==> src/rtl/instruction_fetch_ctrl.sv <==
// Fetch controller: owns the PC driving InstructionMemory and queues {PC, instruction} in a 2-entry buffer for decode; optional range check via FETCH_BOUND_CHECK_EN.
// Latency: one edge from address to Out_*; backpressure: Out_Ready=0 fills the buffer in 2 cycles, then the PC holds.
module instruction_fetch_ctrl #(
  parameter logic [31:0] RESET_PC   = 32'h0000_0000,
  parameter int          IMEM_WORDS = 128
) (
  input  logic        Clk,
  input  logic        Rst_n,
  output logic [31:0] Imem_Address,
  input  logic [31:0] Imem_Instruction,
  input  logic        Redirect_Valid,
  input  logic [31:0] Redirect_Target,
  input  logic        Halt,
  output logic        Out_Valid,
  output logic [31:0] Out_Instruction,
  output logic [31:0] Out_PC,
  input  logic        Out_Ready,
  output logic        Fault
);

`ifdef FETCH_BOUND_CHECK_EN
  localparam bit BOUND_EN = 1'b1;
`else
  localparam bit BOUND_EN = 1'b0;
`endif
  localparam logic [31:0] PC_LIMIT = 32'(4 * IMEM_WORDS);

  typedef enum logic [1:0] {
    S_FETCH = 2'd0,
    S_HALT  = 2'd1,
    S_FAULT = 2'd2
  } state_t;

  state_t      r_state;
  logic [31:0] r_pc;
  logic        r_fault;
  logic [1:0]  r_count;
  logic [31:0] r_ent0_pc;
  logic [31:0] r_ent0_ins;
  logic [31:0] r_ent1_pc;
  logic [31:0] r_ent1_ins;

  state_t      w_next_state;
  logic [31:0] w_next_pc;
  logic        w_flush;
  logic        w_push;
  logic        w_pop;
  logic        w_pop_eff;
  logic        w_space;
  logic        w_set_fault;
  logic        w_target_bad;
  logic        w_pc_oob;

  assign w_pop        = (r_count != 2'd0) && Out_Ready;
  assign w_space      = (r_count < 2'd2) || w_pop;
  assign w_target_bad = (Redirect_Target[1:0] != 2'b00) ||
                        (BOUND_EN && (Redirect_Target >= PC_LIMIT));
  assign w_pc_oob     = BOUND_EN && (r_pc >= PC_LIMIT);

  always_ff @(posedge Clk or negedge Rst_n) begin
    if (!Rst_n) begin
      r_state <= S_FETCH;
      r_pc    <= RESET_PC;
      r_fault <= 1'b0;
    end else begin
      r_state <= w_next_state;
      r_pc    <= w_next_pc;
      if (w_set_fault) begin
        r_fault <= 1'b1;
      end
    end
  end

  // The edge that samples Halt=0 already fetches, so leaving HALT costs no bubble.
  always_comb begin
    w_next_state = r_state;
    w_next_pc    = r_pc;
    w_flush      = 1'b0;
    w_push       = 1'b0;
    w_pop_eff    = 1'b0;
    w_set_fault  = 1'b0;
    if (r_state == S_FAULT) begin
      w_next_state = S_FAULT;
    end else if (Redirect_Valid) begin
      w_flush = 1'b1;
      if (w_target_bad) begin
        w_next_state = S_FAULT;
        w_set_fault  = 1'b1;
      end else begin
        w_next_pc    = Redirect_Target;
        w_next_state = Halt ? S_HALT : S_FETCH;
      end
    end else if (Halt) begin
      w_next_state = S_HALT;
      w_pop_eff    = w_pop;
    end else begin
      w_next_state = S_FETCH;
      w_pop_eff    = w_pop;
      if (w_space) begin
        if (w_pc_oob) begin
          w_flush      = 1'b1;
          w_next_state = S_FAULT;
          w_set_fault  = 1'b1;
        end else begin
          w_push    = 1'b1;
          w_next_pc = r_pc + 32'd4;
        end
      end
    end
  end

  // Entry 0 is always the head, so Out_* come straight from flops and stay stable under backpressure.
  always_ff @(posedge Clk or negedge Rst_n) begin
    if (!Rst_n) begin
      r_count    <= 2'd0;
      r_ent0_pc  <= 32'd0;
      r_ent0_ins <= 32'd0;
      r_ent1_pc  <= 32'd0;
      r_ent1_ins <= 32'd0;
    end else if (w_flush) begin
      r_count <= 2'd0;
    end else begin
      case ({w_push, w_pop_eff})
        2'b10: begin
          if (r_count == 2'd0) begin
            r_ent0_pc  <= r_pc;
            r_ent0_ins <= Imem_Instruction;
          end else begin
            r_ent1_pc  <= r_pc;
            r_ent1_ins <= Imem_Instruction;
          end
          r_count <= r_count + 2'd1;
        end
        2'b01: begin
          r_ent0_pc  <= r_ent1_pc;
          r_ent0_ins <= r_ent1_ins;
          r_count    <= r_count - 2'd1;
        end
        2'b11: begin
          if (r_count == 2'd1) begin
            r_ent0_pc  <= r_pc;
            r_ent0_ins <= Imem_Instruction;
          end else begin
            r_ent0_pc  <= r_ent1_pc;
            r_ent0_ins <= r_ent1_ins;
            r_ent1_pc  <= r_pc;
            r_ent1_ins <= Imem_Instruction;
          end
        end
        default: begin
        end
      endcase
    end
  end

  assign Imem_Address    = r_pc;
  assign Out_Valid       = (r_count != 2'd0);
  assign Out_Instruction = r_ent0_ins;
  assign Out_PC          = r_ent0_pc;
  assign Fault           = r_fault;

endmodule

==> config.mk <==
export PLATFORM = sky130hd
export DESIGN_NAME = instruction_fetch_ctrl
export DESIGN_NICKNAME = d
export VERILOG_FILES = /design/src/rtl/instruction_fetch_ctrl.sv
export SDC_FILE = /design/constraint.sdc
export NUM_CORES = 1
export LEC_CHECK = 0
export BUFFER_PORTS_ARGS = -buffer_cell sky130_fd_sc_hd__buf_2
export CAP_MARGIN = 10
export CORE_MARGIN = 1
export CORE_UTILIZATION = 55
export DETAILED_ROUTE_END_ITERATION = 8
export PLACE_DENSITY_LB_ADDON = 0.1
export REMOVE_ABC_BUFFERS = 1
export SLEW_MARGIN = 20
export SYNTH_ARGS = -nofsm -noshare
export SYNTH_HDL_FRONTEND = slang
export SYNTH_SLANG_ARGS = --single-unit
==> constraint.sdc <==
create_clock -name Clk -period 3.04 [get_ports Clk]
set_clock_uncertainty 0.15 [all_clocks]
set_input_delay 0.456 -clock Clk [delete_from_list [all_inputs] [get_ports Clk]]
set_output_delay 0.456 -clock Clk [all_outputs]
set_load 0.02 [all_outputs]
Yosys cells after proc, flatten, opt, wreduce, memory -nomap -nowiden
Cells that the tools add are included.
{"block": "word_totals", "word_cells": 69, "out_inout_bits": 98, "register_bits": 165, "in_bits": 69}
{"block": "op_classes", "muxes": 33, "magnitude_cmp": 1, "add_sub_neg": 3, "n_bitwise": 2, "n_eq_ne": 10, "n_reduce_logical": 12}
{"operator": "$mux 32", "n": 12}
{"operator": "$pmux 32 s3", "n": 2}
{"operator": "$pmux 32 s2", "n": 2}
{"operator": "$add 32x3->32 const B", "n": 1}
{"operator": "$mux 1", "n": 12}
{"operator": "$ne 2x2->1 const B", "n": 5}
{"operator": "$mux 2", "n": 4}
{"operator": "$reduce_and 4->1", "n": 2}
{"operator": "$reduce_bool 2->1", "n": 4}
{"operator": "$eq 2x2->1 const B", "n": 3}
{"operator": "$reduce_bool 3->1", "n": 2}
{"operator": "$eq 2x1->1 const B", "n": 2}
{"operator": "$pmux 2 s2", "n": 1}
{"operator": "$reduce_and 3->1", "n": 1}
{"operator": "$add 2x1->2 const B", "n": 1}
{"operator": "$logic_not 2->1", "n": 1}
{"operator": "$lt 2x2->1 const B", "n": 1}
{"operator": "$not 1->1", "n": 2}
{"operator": "$sub 2x1->2 const B", "n": 1}
{"operator": "$logic_and 1x1->1", "n": 1}
{"operator": "$logic_or 1x1->1", "n": 1}

Depth between registers and ports, before layout
Gate-level depths: netlist of the first run.
{"block": "depth", "ltp_word": 10, "mapped_depth": 9, "mapped_depth_nobuf": 7}

Worst setup path after synthesis of the first run
No wires, ideal clock.
{"block": "synth_timing", "path_type": "register -> register", "start": "reg r_count[1]", "end": "reg r_pc[31], in the netlist Imem_Address[31]", "setup_time_ps": 123, "synth_period_minus_slack_ps": 2417, "path_slack_ps": 623, "n_path_buf": 1, "stages_incl_launch_ff": 9, "arrival_time_ps": 2143, "required_time_ps": 2767, "path_cell_list": "dfrtp_1 inv_1 ha_1 nand2b_1 a2111oi_0 clkbuf_1 nand2_1 nor3_1 nor3_1"}
{"block": "synth_between", "elab_chain_cells": 5, "word_cells_on_any_way": 6, "cone_classes": "order compare: 1; reduce/logical: 5"}
{"item": "from (decl)", "line": "37", "text": "logic [1:0] r_count;"}
{"item": "from (signal assigned)", "line": "132", "text": "r_count <= r_count + 2'd1;"}
{"item": "from (signal assigned)", "line": "137", "text": "r_count <= r_count - 2'd1;"}
{"item": "branches (longest 2 deep; another with $lt 2x2->1)"}
{"item": "$logic_or 1x1->1 (*)", "line": "55", "text": "assign w_space = (r_count < 2'd2) || w_pop;"}
{"item": "$reduce_bool 2->1 (no line) (*)"}
{"item": "$reduce_and 4->1 (no line) (*)"}
{"item": "to (signal assigned)", "line": "67", "text": "r_pc <= w_next_pc;"}
{"item": "to (decl)", "line": "35", "text": "logic [31:0] r_pc;"}
Mark *: on every way between the ends.
A chain may end at the register's enable or synchronous reset.

Worst setup path in the final report of the first run
{"block": "layout_timing", "start": "reg r_count[1]", "end": "reg r_pc[23], in the netlist Imem_Address[23]"}
Same word-level chain as after synthesis.

==> impl_metrics.ini, run 1 <==
[outcome]
status = complete, but fails checks
violations = design-rule violations

[clocking]
cts-root-buf = clkbuf_16
hold_buffers = 1
cts_resized = 0
htreeDepth = 4
postCtsSetupBuffers = 0
cts_sinks = 165
clk_pin_slew_ns = 0.06
tritoncts = done
clk_latency_ns = 0.42
numCtsBuffers = 17
clockBufferDepth = 2

[yosys]
syn-instance-count = 700
ys_top_cells_by_area = dfrtp_1, mux2i_1, mux2_2
ys_ff_latch = 165
async_flop_share_pct = 100
synthAdderAreaFrac_pct = 0.482
synth_top_area_cell = dfrtp_1
yosys-mux-area-fraction_pct = 17.9
synth_edf_count = 0
synth_top_area_share_pct = 53.0
synth_compound_area_share_pct = 12.0
synth_top_family_by_area = multiplexers
syn_avg_cell_area_sq_um = 11.1
synthFlopType = dfrtp_1
synth-simple-area-share_pct = 11.8
synthesis.area_sq_um = 7780
ys_warn_count = 0
synth_xor_area_share_pct = 0
synth.distinct_cells = 58
synth_seq_area_share_pct = 53.0

[worst_setup_path]
path_buf_inv = 2
reg2reg_slack_ns = 0.27
ff2ff_path_depth = 8
cp_max_fo = 8
cp_top_family = compound AO/OA/AOI/OAI gates
reg2reg_to = Imem_Address[23]
arrival_ns = 2.94
path_class = flop to flop
end_kind = flop
crit_chain = inv_1 -> ha_1 -> nand2b_1 -> a31oi_2 -> and2_0 -> buf_4 -> a21oi_1 -> a311oi_1
cp.required_ns = 3.21
cp_slowest_cell = dfrtp_1
cp-start-kind = flop
r2r_start = r_count[1]
critPathMaxStageDelay_ns = 0.46

[cells_and_area]
design_area_sq_um = 9410
syn2layout_area_growth_pct = 20.8
drive_above_1_share_pct = 33.3
fill_cells = 1099
final_nets = 925
layout_common_cells = dfrtp_1, buf_2, nor2_1
fin_cells = 1047

[pwr]
power.density_nw_per_um2 = 526
clkPwrFrac_pct = 47.6
p_total_mw = 4.95
p_int_mw = 3.85
ir_drop_mv = 0.369
switching_share_pct = 22.1
p_switching_mw = 1.09
power_frac_seq_pct = 46.1
p_leak_nw = 4.44
combinationalPowerShare_pct = 6.3

[routing]
firstDrtPassIters = 7
drtAntennaViolNets = 0
totalWireLength_microns = 18300
wl_per_cell_microns = 17.4
drt_iter0_markers = 494
drt-vias-per-instance = 5.74
route.detailed.drc = 2
vias = 6015

[placed_design]
dp.final_hpwl_microns = 12400
gp_congestion = 0.927
portBuffers = 166
place_area_sq_um = 8740
dp.cells = 1013

[sta]
worst_hold_slack_ns = 0.0978
finalHoldViolations = 0
post-route-min-period_ns = 2.77
setup_viol = 0
slew_headroom_pct = 51.2
worst_pin_slew_ns = 0.732
post-route-period-util_pct = 91.1
rsz0062_at_grt = false
slew_viol_final = 0
final.setup.tns_ns = 0
max_freq_mhz = 361

[global_routing]
grt_pass1_wl_microns = 29700
grt_usage_pct = 26.2
grt_pass1_vias = 5889
antenna_found_initial = 1
grt_max_degree = 78
overflow = 0

[floorplanning]
num_rows = 43
fp.dieW_microns = 121
dieArea_sq_um = 14600
coreArea_sq_um = 13800
ioPinCount = 167
fp.dieH_microns = 121
start_util_pct = 56.3

[min_path]
min_to = Imem_Address[22]
hold_depth = 3
hp-start = Redirect_Target[22]
min_path_type = input pin to flop

[flow_run]
max-cap-violations = 0
==> routing by layer <==
layer	vias to the layer above	global-route usage (%)	wire [microns]
li1	2837	-	-
met1	2910	35.2	8020
met5	-	0	0
met4	0	9.65	486
met3	42	5.45	1100
met2	226	42.1	8650
==> worst min-delay path, cell delays in order <==
cell and delay (ns):
buf_2 0.08, nand2_1 0.04, nand3_1 0.06
==> worst max-delay path by stage <==
stage                                     to  cells past startpoint        from
after floorplan           Out_Instruction[0]                      7  r_count[1]
after global placement      Imem_Address[17]                      8  r_count[1]
after detailed placement    Imem_Address[23]                      8  r_count[1]
after CTS                   Imem_Address[23]                      8  r_count[1]
after global routing        Imem_Address[23]                      8  r_count[1]
final                       Imem_Address[23]                      8  r_count[1]
==> state kept, by name, summed over array words and instances, names as in the netlist <==
name	flops
Fault	1
Imem_Address	32
Out_Instruction	32
Out_PC	32
r_count	2
r_ent1_ins	32
r_ent1_pc	32
r_state	2
==> synth_stat cells (all sizes together), types with 3 or more instances <==
master	n
inv	8
nor4	6
ha	3
o22ai	11
mux2	64
and2	5
clkbuf	36
or2	4
nor2	87
a22oi	5
nor2b	5
a21o	4
nand4	18
or3	4
buf	16
a21oi	82
nand3	7
dfrtp	165
nor3	10
a211oi	4
and3	4
o211ai	3
a22o	3
mux2i	67
a31oi	5
nand2	25
o21ai	19
nand2b	3
==> cells by family (layout without fill, tap and decap cells) <==
kind of cell             after synthesis  count (layout)
AO/OA/AOI/OAI                        154             154
buffers and inverters                 61             227
other                                  0               1
multiplexers                         131             131
adder cells (fa/ha/maj)                3               3
AND/OR/NAND/NOR                      186             186
flip-flops                           165             165
==> power by group through the flow <==
stage	sequential (mW)	clock (mW)	combinational [mW]
detailed placement	2.32	0	0.316
floorplan	2.38	0	0.0781
global placement	2.32	0	0.307
finish	2.28	2.35	0.314
global route	2.29	2.48	0.349
CTS	2.28	2.39	0.319
==> through the flow <==
step / setup WS (ns) / util (%)
2_1_floorplan: -5.45 / -
3_3_place_gp: 0.503 / 63.2
3_5_place_dp: 0.336 / 63.2
4_1_cts: 0.311 / 68.0
5_1_grt: 0.101 / 68.0
6_report: 0.271 / 68.0
==> cell type report <==
cell class	count	area [sq um]	area share [%]
sequential	165	4130	43.9
multi-input combinational	474	3300	35.1
timing repair buffer	187	1070	11.4
clock buffer	21	450	4.79
tap	180	225	2.39
clock inverter	11	198	2.10
inverter	8	30.0	0.319
antenna	1	2.50	0.0266
Power figures use the tool's default switching activity.
==> inputs of run 2 (changes only) <==
Settings changed: CORE_UTILIZATION 55 to 59.
Clock period 3.04 ns to 3.45 ns, I/O delays scaled along.
==> run 2 against run 1 <==
Effect of this change:
- the flow finishes with violations (negative hold slack)
- utilization rose by 5.2 points
- non-clock buffer count decreased by 9
- combinational power is 13% lower
- critical path depth stayed put
- sequential cell count is the same
- sequential power is 12% lower
- sequential share of layout area grew 0.44 points
- power down 12%
- clock power down 12%
==> impl_metrics.ini, run 2 (synthesized netlist as in run 1, its figures left out) <==
[worst_setup_path]
end_kind = flop
path_buf_inv = 2
crit_chain = inv_1 -> ha_1 -> nand2b_1 -> a31oi_2 -> nand2_1 -> buf_4 -> a22o_1 -> a211o_1
path_class = flop to flop
cp.required_ns = 3.60
arrival_ns = 3.09
cp_slowest_cell = dfrtp_1
cp_max_fo = 14
critPathMaxStageDelay_ns = 0.47
cp-start-kind = flop
cp_top_family = compound AO/OA/AOI/OAI gates

[placed_design]
portBuffers = 166
dp.final_hpwl_microns = 11700
gp_congestion = 0.889

[sta]
rsz0062_at_grt = false
worst_pin_slew_ns = 0.821
setup_viol = 0
worst_hold_slack_ns = -0.00125
post-route-period-util_pct = 85.0
slew_viol_final = 0
post-route-min-period_ns = 2.93
finalHoldViolations = 2
slew_headroom_pct = 44.8
max_freq_mhz = 341
final.setup.tns_ns = 0

[cells_and_area]
syn2layout_area_growth_pct = 19.6
layout_common_cells = dfrtp_1, buf_2, nor2_1
diodes = 0
drive_above_1_share_pct = 32.9
final_nets = 916

[pwr]
ir_drop_mv = 0.297
p_int_mw = 3.38
p_leak_nw = 4.41
p_total_mw = 4.34
switching_share_pct = 22.1
p_switching_mw = 0.959
clkPwrFrac_pct = 47.4
power.density_nw_per_um2 = 466
combinationalPowerShare_pct = 6.3
power_frac_seq_pct = 46.3

[clocking]
clk_latency_ns = 0.42
cts_sinks = 165
postCtsSetupBuffers = 0
hold_buffers = 0
cts_resized = 0
numCtsBuffers = 17
cts-root-buf = clkbuf_16
clockBufferDepth = 2
htreeDepth = 4
tritoncts = done
clk_pin_slew_ns = 0.06

[routing]
drt_iter0_markers = 485
drt-vias-per-instance = 5.81
vias = 5982
wl_per_cell_microns = 17.2
totalWireLength_microns = 17700
firstDrtPassIters = 5
route.detailed.drc = 0
drtAntennaViolNets = 0

[min_path]
min_path_type = input pin to asynchronous set/reset pin

[outcome]
violations = negative hold slack
status = complete, but fails checks

[floorplanning]
dieArea_sq_um = 13700
coreArea_sq_um = 12700
ioPinCount = 167
start_util_pct = 61.2
num_rows = 41
fp.dieW_microns = 117
fp.dieH_microns = 117

[global_routing]
grt_pass1_wl_microns = 27900
grt_usage_pct = 26.7
antenna_found_initial = 0
overflow = 0
grt_max_degree = 91
grt_pass1_vias = 5622

[flow_run]
max-cap-violations = 0
## run 2: cell count changes in the layout (fill, tap and decap cells not counted), moves of 2 or more
cell and delta:
buf_4 -7, clkbuf_8 +3, clkbuf_1 -2, clkinvlp_4 -2
## run 2: per-layer routing
metal | track usage [%] | routed length, microns | up-vias
li1 | - | - | 2821
met1 | 36.7 | 7840 | 2927
met2 | 43.2 | 8600 | 211
met3 | 4.58 | 1020 | 23
met4 | 9.54 | 261 | 0
met5 | 0 | 0 | -
## run 2: stage by stage
stage | instances | worst slack, ns | hold WS, ns | utilization [%] | instance area [sq um]
3_3_place_gp | 997 | 0.716 | 0.311 | 68.1 | 8660
6_report | 1029 | 0.518 | -0.00125 | 73.2 | 9310
2_1_floorplan | 647 | -5.04 | 0.0719 | - | 7440
5_1_grt | 1029 | 0.398 | 0.0727 | 73.2 | 9310
3_5_place_dp | 997 | 0.585 | 0.326 | 68.1 | 8660
4_1_cts | 1029 | 0.569 | 0.0418 | 73.2 | 9310
## run 2: area by class of cell
type	instances	area [sq um]
clock inverter	10	166
inverter	8	30.0
multi-input combinational	474	3300
fill	961	3410
sequential	165	4130
tap	172	215
clock buffer	22	484
timing repair buffer	178	990
## run 2: power groups by stage
stage               Sequential (mW)  Clock (mW)  Combinational [mW]
floorplan                      2.10           0              0.0688
global placement               2.04           0               0.268
detailed placement             2.05           0               0.276
CTS                            2.01        2.07               0.277
global route                   2.02        2.16               0.302
finish                         2.01        2.06               0.273
## run 2: worst paths after layout
path / cells after the start / slack [ns] / endpoint / from
min in group Clk: 3 / 0.17 / Imem_Address[22] / Redirect_Target[22]
worst max register to register: 8 / 0.52 / Imem_Address[13] / r_count[1]
worst min-delay path: 1 / -0.001 / r_ent1_ins[23] / Rst_n
worst min register to register: 1 / 0.33 / r_ent1_pc[23] / r_ent1_pc[23]
max in group asynchronous: 2 / 2.41 / r_ent1_pc[18] / Rst_n
worst max-delay path: 8 / 0.52 / Imem_Address[13] / r_count[1]
## run 2: worst reg2reg max path, cell delays in order, from the launching register on
cell	delay [ns]
dfrtp_1	0.47
inv_1	0.17
ha_1	0.30
nand2b_1	0.28
a31oi_2	0.39
nand2_1	0.31
buf_4	0.29
a22o_1	0.24
a211o_1	0.22
